File: config.mk
export PLATFORM = sky130hd
export DESIGN_NAME = anc_engine
export DESIGN_NICKNAME = d
export VERILOG_FILES = /design/src/rtl/anc_engine.sv
export SDC_FILE = /design/constraint.sdc
export NUM_CORES = 2
export LEC_CHECK = 0
export BUFFER_PORTS_ARGS = -buffer_cell sky130_fd_sc_hd__buf_2
export CAP_MARGIN = 15
export CORE_MARGIN = 5
export CORE_UTILIZATION = 66
export CTS_CLUSTER_DIAMETER = 30
export DETAILED_ROUTE_END_ITERATION = 6
export MAX_ROUTING_LAYER = met4
export PLACE_DENSITY = 0.83
export SYNTH_ARGS = -nofsm -noshare
export SYNTH_HDL_FRONTEND = slang
export SYNTH_SLANG_ARGS = --single-unit
File: constraint.sdc
create_clock -name clk_i -period 13.1 [get_ports clk_i]
set_input_delay 0.655 -clock clk_i [delete_from_list [all_inputs] [get_ports clk_i]]
set_output_delay 0.655 -clock clk_i [all_outputs]
set_load 0.02 [all_outputs]
File: src/rtl/anc_engine.sv
// Sequential noise canceller: an IIR-smoothed reference feeds an NTAPS-tap LMS FIR, error is emitted.
// Build option: define ANC_LEAKY_LMS_EN for leaky LMS weight updates (w -= w >>> 8 each update).
module anc_engine #(
  parameter int unsigned DATA_W    = 16,
  parameter int unsigned NTAPS     = 4,
  parameter int unsigned COEF_W    = 18,
  parameter int unsigned IIR_SHIFT = 2,
  parameter int unsigned MU_SHIFT  = 6
) (
  input  logic              clk_i,
  input  logic              rst_ni,
  input  logic              in_valid_i,
  output logic              in_ready_o,
  input  logic [DATA_W-1:0] in_data_i,
  input  logic [DATA_W-1:0] ref_data_i,
  input  logic [1:0]        mode_i,
  output logic              out_valid_o,
  input  logic              out_ready_i,
  output logic [DATA_W-1:0] out_data_o,
  output logic [2:0]        state_o,
  output logic              sat_flag_o
);
  localparam int unsigned Dw1   = DATA_W + 1;
  localparam int unsigned Pw2   = 2 * DATA_W;
  localparam int unsigned AccW  = 2 * DATA_W + $clog2(NTAPS) + 2;
  localparam int unsigned ProdW = COEF_W + DATA_W;
  localparam int unsigned UpdW  = 2 * DATA_W + 2;
  localparam int unsigned UpdSh = 2 * DATA_W - COEF_W + MU_SHIFT;
  localparam int unsigned TapW  = (NTAPS > 1) ? $clog2(NTAPS) : 1;

  localparam logic signed [DATA_W-1:0] DMax = {1'b0, {(DATA_W-1){1'b1}}};
  localparam logic signed [DATA_W-1:0] DMin = {1'b1, {(DATA_W-1){1'b0}}};
  localparam logic signed [COEF_W-1:0] CMax = {1'b0, {(COEF_W-1){1'b1}}};
  localparam logic signed [COEF_W-1:0] CMin = {1'b1, {(COEF_W-1){1'b0}}};

  localparam logic [1:0] ModeBypass = 2'b00;
  localparam logic [1:0] ModeIir    = 2'b01;
  localparam logic [1:0] ModeAnc    = 2'b10;

  typedef enum logic [2:0] {
    StIdle = 3'd0,
    StIir  = 3'd1,
    StMac  = 3'd2,
    StOut  = 3'd3,
    StUpd  = 3'd4
  } state_e;

  state_e                   state_q, state_d;
  logic [1:0]               mode_q;
  logic signed [DATA_W-1:0] in_q, ref_q, s_q, out_q;
  logic signed [DATA_W-1:0] x_q [NTAPS];
  logic signed [COEF_W-1:0] w_q [NTAPS];
  logic signed [AccW-1:0]   acc_q;
  logic [TapW-1:0]          tap_q;
  logic                     sat_q, run_q;

  logic                     accept, last_tap;
  logic signed [Dw1-1:0]    iir_diff, iir_sum, e_sum;
  logic signed [DATA_W-1:0] s_new, y_val, e_val;
  logic signed [ProdW-1:0]  mac_prod;
  logic signed [AccW-1:0]   acc_sum, y_sh;
  logic signed [Pw2-1:0]    upd_prod, upd_step;
  logic signed [UpdW-1:0]   w_sum;
  logic signed [COEF_W-1:0] w_new;
  logic                     iir_clamp, y_clamp, e_clamp, w_clamp;

  always_comb begin
    accept   = in_valid_i & in_ready_o;
    last_tap = (tap_q == TapW'(NTAPS - 1));

    iir_diff  = Dw1'(ref_q) - Dw1'(s_q);
    iir_sum   = Dw1'(s_q) + (iir_diff >>> IIR_SHIFT);
    iir_clamp = iir_sum[DATA_W] != iir_sum[DATA_W-1];
    s_new     = iir_clamp ? (iir_sum[DATA_W] ? DMin : DMax) : iir_sum[DATA_W-1:0];

    mac_prod = ProdW'(w_q[tap_q]) * ProdW'(x_q[tap_q]);
    acc_sum  = acc_q + AccW'(mac_prod);
    y_sh     = acc_sum >>> (COEF_W - 2);
    y_clamp  = !((&y_sh[AccW-1:DATA_W-1]) || !(|y_sh[AccW-1:DATA_W-1]));
    y_val    = y_clamp ? (y_sh[AccW-1] ? DMin : DMax) : y_sh[DATA_W-1:0];
    e_sum    = Dw1'(in_q) - Dw1'(y_val);
    e_clamp  = e_sum[DATA_W] != e_sum[DATA_W-1];
    e_val    = e_clamp ? (e_sum[DATA_W] ? DMin : DMax) : e_sum[DATA_W-1:0];

    // out_q holds the error e while in UPD
    upd_prod = Pw2'(out_q) * Pw2'(x_q[tap_q]);
    upd_step = upd_prod >>> UpdSh;
    w_sum    = UpdW'(w_q[tap_q]) + UpdW'(upd_step);
`ifdef ANC_LEAKY_LMS_EN
    w_sum    = w_sum - UpdW'(w_q[tap_q] >>> 8);
`endif
    w_clamp  = !((&w_sum[UpdW-1:COEF_W-1]) || !(|w_sum[UpdW-1:COEF_W-1]));
    w_new    = w_clamp ? (w_sum[UpdW-1] ? CMin : CMax) : w_sum[COEF_W-1:0];
  end

  always_ff @(posedge clk_i or negedge rst_ni) begin
    if (!rst_ni) state_q <= StIdle;
    else         state_q <= state_d;
  end

  always_comb begin
    state_d = state_q;
    unique case (state_q)
      StIdle: if (accept) state_d = (mode_i == ModeBypass) ? StOut : StIir;
      StIir:  state_d = (mode_q == ModeIir) ? StOut : StMac;
      StMac:  if (last_tap) state_d = StOut;
      StOut:  if (out_ready_i) state_d = (mode_q == ModeAnc) ? StUpd : StIdle;
      StUpd:  if (last_tap) state_d = StIdle;
      default: state_d = StIdle;
    endcase
  end

  always_comb begin
    in_ready_o  = run_q && (state_q == StIdle);
    out_valid_o = (state_q == StOut);
    out_data_o  = out_q;
    state_o     = state_q;
    sat_flag_o  = sat_q;
  end

  always_ff @(posedge clk_i or negedge rst_ni) begin
    if (!rst_ni) begin
      mode_q <= '0;
      in_q   <= '0;
      ref_q  <= '0;
      s_q    <= '0;
      out_q  <= '0;
      acc_q  <= '0;
      tap_q  <= '0;
      sat_q  <= 1'b0;
      run_q  <= 1'b0;
      for (int k = 0; k < int'(NTAPS); k++) begin
        x_q[k] <= '0;
        w_q[k] <= '0;
      end
    end else begin
      run_q <= 1'b1;
      unique case (state_q)
        StIdle: begin
          if (accept) begin
            mode_q <= mode_i;
            in_q   <= in_data_i;
            ref_q  <= ref_data_i;
            if (mode_i == ModeBypass) out_q <= in_data_i;
          end
        end
        StIir: begin
          s_q    <= s_new;
          x_q[0] <= s_new;
          for (int k = 1; k < int'(NTAPS); k++) x_q[k] <= x_q[k-1];
          acc_q  <= '0;
          tap_q  <= '0;
          if (mode_q == ModeIir) out_q <= s_new;
          if (iir_clamp) sat_q <= 1'b1;
        end
        StMac: begin
          acc_q <= acc_sum;
          if (last_tap) begin
            tap_q <= '0;
            out_q <= e_val;
            if (y_clamp || e_clamp) sat_q <= 1'b1;
          end else begin
            tap_q <= tap_q + TapW'(1);
          end
        end
        StUpd: begin
          w_q[tap_q] <= w_new;
          tap_q      <= last_tap ? '0 : tap_q + TapW'(1);
          if (w_clamp) sat_q <= 1'b1;
        end
        default: ;
      endcase
    end
  end

endmodule

### After elaboration in Yosys (flattened, before gate mapping)

Index checks and enable logic that the tools add are counted.

* $add $sub $neg: 6
* multiply operators: 2
* order comparisons: 2
* equal/unequal tests: 18
* multiplexer cells: 38
* bitwise logic cells: 2
* reduce and logical (&&, ||, !) cells: 23

Operator list (number)
* two-way mux 16 bit: 12
* two-way mux 18 bit: 5
* bitwise mux 72 bit: 1
* case mux 36 bit (2 select lines): 1
* case mux 16 bit (3 select lines): 1
* adder 36 x 34 -> 36 bit: 1
* binary-select mux 18 bit (select 2 bit): 1
* demux 18 bit (select 2 bit): 1
* multiplier 18 x 16 -> 34 bit: 1
* subtractor 16 x 16 -> 17 bit: 2
* binary-select mux 16 bit (select 2 bit): 1
* multiplier 16 x 16 -> 32 bit: 1
* adder 18 x 12 -> 19 bit: 1
* adder 16 x 15 -> 17 bit: 1
* AND reduction 17 bit: 1
* OR reduction 17 bit: 1
* != test 2 bit (second input constant): 8
* two-way mux 3 bit: 5
* case mux 3 bit (5 select lines): 1
* AND reduction 5 bit: 3
* == test 3 x 2 -> 1 bit (second input constant): 2
* nonzero test 3 bit: 2
* two-way mux 1 bit: 5
* OR reduction 5 bit: 1
* other kinds (23): 32

* register bits: 229
* logic and storage cells: 108

### Logic depth before layout (Yosys ltp)

* depth in word-level cells: 16
* mapped depth: 43
* mapped depth without buffers: 40

### Worst setup path after synthesis

Ideal clock, no wire load.

* path type: register to register
* start: register tap_q[0]
* end: register out_q[10] (netlist: out_data_o[10])
* library setup time: 0.147 ns
* arrival: 10.415 ns
* data required time: 12.953 ns
* setup slack: 2.539 ns
* stages on the path, launching flop included: 40
* period minus slack after synthesis: 10.561 ns
* cell sequence: dfrtp_1 buf_1 buf_1 mux2i_1 nand2_1 o21a_1 inv_1 clkbuf_1 nor2_1 fa_1 fa_1 fa_1 fa_1 fa_1 inv_1 fa_1 inv_1 ha_1 (+4 left out) o21ai_1 a32oi_1 nand4_1 clkbuf_1 a21oi_1 ha_1 inv_1 fa_1 a211oi_1 o21a_1 o21bai_1 a21oi_1 nand4b_1 o41ai_1 nor2_1 clkbuf_1 a221oi_1 a21oi_1

* word-level cells in the longest chain between the ends: 15
* elaborated cells on any way between the ends: 24
* those cells by class: add/sub (2); mul (1); eq/ne (3); mux (12); bitwise (1); reduce/logical (5)

RTL lines
* from (decl): RTL line 54 `logic [TapW-1:0] tap_q;`
* from (signal assigned): RTL line 163 `tap_q <= tap_q + TapW'(1);`
* from (signal assigned): RTL line 168 `tap_q <= last_tap ? '0 : tap_q + TapW'(1);`
* inverter 2 -> 3 bit (not written as such): RTL line 76 `mac_prod = ProdW'(w_q[tap_q]) * ProdW'(x_q[tap_q]);`
* binary-select mux 18 bit (select 2 bit) or binary-select mux 16 bit (select 2 bit) (tied branches): RTL line 76
* two-way mux 18 bit (not written as such) or two-way mux 16 bit (tied branches) (2 in series): RTL line 76
* multiplier 18 x 16 -> 34 bit: RTL line 76
* adder 36 x 34 -> 36 bit: RTL line 77 `acc_sum = acc_q + AccW'(mac_prod);`
* OR reduction 5 bit: RTL line 79 `y_clamp = !((&y_sh[AccW-1:DATA_W-1]) || !(|y_sh[AccW-1:DATA_W-1]));`
* logical NOT 1 bit: RTL line 79
* logical OR 1 bit: RTL line 79
* two-way mux 16 bit: RTL line 80 `y_val = y_clamp ? (y_sh[AccW-1] ? DMin : DMax) : y_sh[DATA_W-1:0];`
* subtractor 16 x 16 -> 17 bit: RTL line 81 `e_sum = Dw1'(in_q) - Dw1'(y_val);`
* two-way mux 16 bit or != test 1 bit (tied branches): RTL line 83, 82
* two-way mux 16 bit: RTL line 83 `e_val = e_clamp ? (e_sum[DATA_W] ? DMin : DMax) : e_sum[DATA_W-1:0];`
* two-way mux 16 bit: RTL line 158 `if (last_tap) begin`
* case mux 16 bit (3 select lines): RTL line 138 `unique case (state_q)`
* to (signal assigned): RTL line 144 `if (mode_i == ModeBypass) out_q <= in_data_i;`
* to (signal assigned): RTL line 153 `if (mode_q == ModeIir) out_q <= s_new;`
* to (signal assigned): RTL line 160 `out_q <= e_val;`
* to (decl): RTL line 50 `logic signed [DATA_W-1:0] in_q, ref_q, s_q, out_q;`

Parallel ways exist; a longest one is shown, timed or not. The select of a mux whose other input is x is not followed.
A chain may end at the register's enable or synchronous reset.

### Worst setup path in the final report

* start: register tap_q[0]
* end: register out_q[4] (netlist: out_data_o[4])

The elaborated chain is that of the path after synthesis.

==> metrics.cfg <==
[run_status]
run_status = completed

[die]
ioPinCount = 60
die_w_um = 238
start_util = 0.667
die-area_um2 = 56600
placementRows = 83
core_um2 = 51400
die_h_um = 238

[route]
num_vias = 26500
ant_nets = 0
first_pass_iters = 5
viasPerCell = 6.03
wl_mm = 89.6
drc = 0
drt_iter0_drc = 2410
routedWlPerCell_um = 20.4

[yosys]
yosys_register_bits = 229
yosys_most_used_dff = dfrtp_1
netlist_area_um2 = 34300
synth_nets = 4556
ys_top_cells_by_area = fa_1, dfrtp_1, ha_1, inv_1, nand2_1
async_reset_ff_frac = 1.00
avgSynthCellArea_um2 = 9.36
yosys.area.top_type = fa_1
synthDistinctLibCells = 81
ys_warn_count = 0
synth-seq-area-share = 0.167
syn_inst = 3665
synth_edf_count = 0
synth_top_area_frac = 0.350

[layout]
fillers = 3587
drive_above_1_share = 0.0831
area_growth_pct = 8.90
final_cell_mix = inv_1, fa_1, nand2_1
antennaDiodeCount = 0
multi_input_area_um2 = 25400
register_area_um2 = 5730
layout.nets = 4562
layout_commonest_cell = inv_1

[global_route]
antenna_found_initial = 1
busiest_layer = met2
met1_usage = 0.424
gr-usage-met3 = 0.0628
gr-total-overflow = 0
use_met2 = 0.542
gr-usage-all-layers = 0.338
grt_pass1_vias = 28700
grt_max_degree = 91
grt_pass1_wl_mm = 148

[sta]
final-max-slew-violation-count = 0
relSlewSlack = 0.274
max_freq_ghz = 0.0839
timing.final.crit_share = 0.910
setup_viol = 0
hold_viol_final = 0
rsz0062_at_grt = false
tightest_slew_ns = 1.09
skew_ns = 0.0684
finalSetupTns_ns = 0
period_needed_ns = 11.92

[critical_path]
cp_slowest_cell = dfrtp_2
max_stage_delay_ns = 0.90
cp_common_cell = fa_1
arrival_ns = 12.39
timing.critical_path.buf_inv = 7
startpoint_type = register
end_kind = register
worst-setup-path-type = register to register
cp_max_fo = 29
cp.required_ns = 13.57
cp_top_family = adder cells

[cts]
post_cts_resized = 0
cts_setup_buffers = 0
cts-root-buf = clkbuf_16
cts_sinks = 229
htree_levels = 2
cts_hold_buffers = 0
cts_made_buffers = 59
path_clk_slew_ns = 0.05
insertion_delay_ns = 0.64
ctsLongestPathBuffers = 3
tritoncts = done

[run]
max_cap_violations = 0

[place]
portBuffers = 59
dp_hpwl_mm = 65.7
gp_congestion = 0.990

[min_path]
worst_hold_path_type = input port to async pin

per-layer routing:
| layer | routed length, µm | share of wire |
|---|---|---|
| met1 | 34200 | 0.38 |
| met2 | 43400 | 0.48 |
| met3 | 7510 | 0.084 |
| met4 | 4530 | 0.051 |
| met5 | 0 | 0 |
Yosys cell counts, drive strengths merged (13+ instances only):
cell	instances
xnor2	74
nor2	110
nand2b	38
a211oi	25
a21o	35
o21ai	205
nand3	26
mux2	40
a21oi	112
xor2	31
mux4	33
o21bai	20
clkbuf	140
fa	599
nor2b	13
nand2	561
and2	229
nor3	25
dfrtp	229
a22o	16
inv	693
ha	254
o21a	21
state kept, by name (all words and copies together) (netlist names):
register / count
in_q: 16
ref_q: 16
mode_q: 2
acc_q: 36
run_q: 1
sat_flag_o: 1
w_q: 72
state_o: 3
out_data_o: 16
x_q: 64
tap_q: 2
path summary, 6_finish.rpt:
check	startpoint	end	slack (ns)	depth (start not counted)
max in group asynchronous	rst_ni	x_q[6]	11.09	4
worst max register to register	tap_q[0]	out_data_o[4]	1.18	38
worst min-delay path	rst_ni	acc_q[33]	0.05	1
min in group clk_i	ref_data_i[6]	ref_q[6]	0.24	2
worst max-delay path	tap_q[0]	out_data_o[4]	1.18	38
worst min register to register	x_q[3]	x_q[3]	0.47	2
metrics by stage:
step / utilization / setup slack (ns) / cells / area, µm² / hold slack, ns
after global placement: 0.684 / 1.58 / 4288 / 35100 / 0.452
after CTS: 0.725 / 1.33 / 4397 / 37300 / 0.0709
final: 0.726 / 1.18 / 4399 / 37300 / 0.0458
after global routing: 0.726 / 0.337 / 4399 / 37300 / 0.104
after detailed placement: 0.684 / 1.40 / 4288 / 35100 / 0.457
after floorplan: - / 2.54 / 3665 / 34300 / 0.359
cell families (layout without fill, tap and decap cells):
logic type / after synthesis / in the layout / synth area share
and+or+nand+nor: 1053 / 1053 / 0.143
buffers and inverters: 843 / 897 / 0.0927
AOI/OAI and AO/OA: 506 / 506 / 0.0924
other: 1 / 1 / 0.000109
adders and majority gates: 854 / 854 / 0.443
DFF: 229 / 229 / 0.167
xor gates and xnor gates: 105 / 105 / 0.0270
muxes: 74 / 74 / 0.0351
worst register-to-register path, delay by kind of cell, from the launching register on:
kind                       cells  cell delay, ns
adders and majority gates      9            4.01
DFF                            1            0.90
and+or+nand+nor                5            1.36
xor gates and xnor gates       1            0.31
buffers and inverters          7            0.94
muxes                          1            0.78
AOI/OAI and AO/OA             15            3.47
final cells by class:
class | count | area share
multi-input cells | 2593 | 0.680
clock inverters | 36 | 0.0138
clock buffers | 73 | 0.0436
flip-flops and latches | 229 | 0.154
inverters | 693 | 0.0697
repair buffers | 95 | 0.0165
well taps | 680 | 0.0228
Power is not shown: default switching activity piles up to over one toggle a cycle in this logic, so the estimate is an artifact.
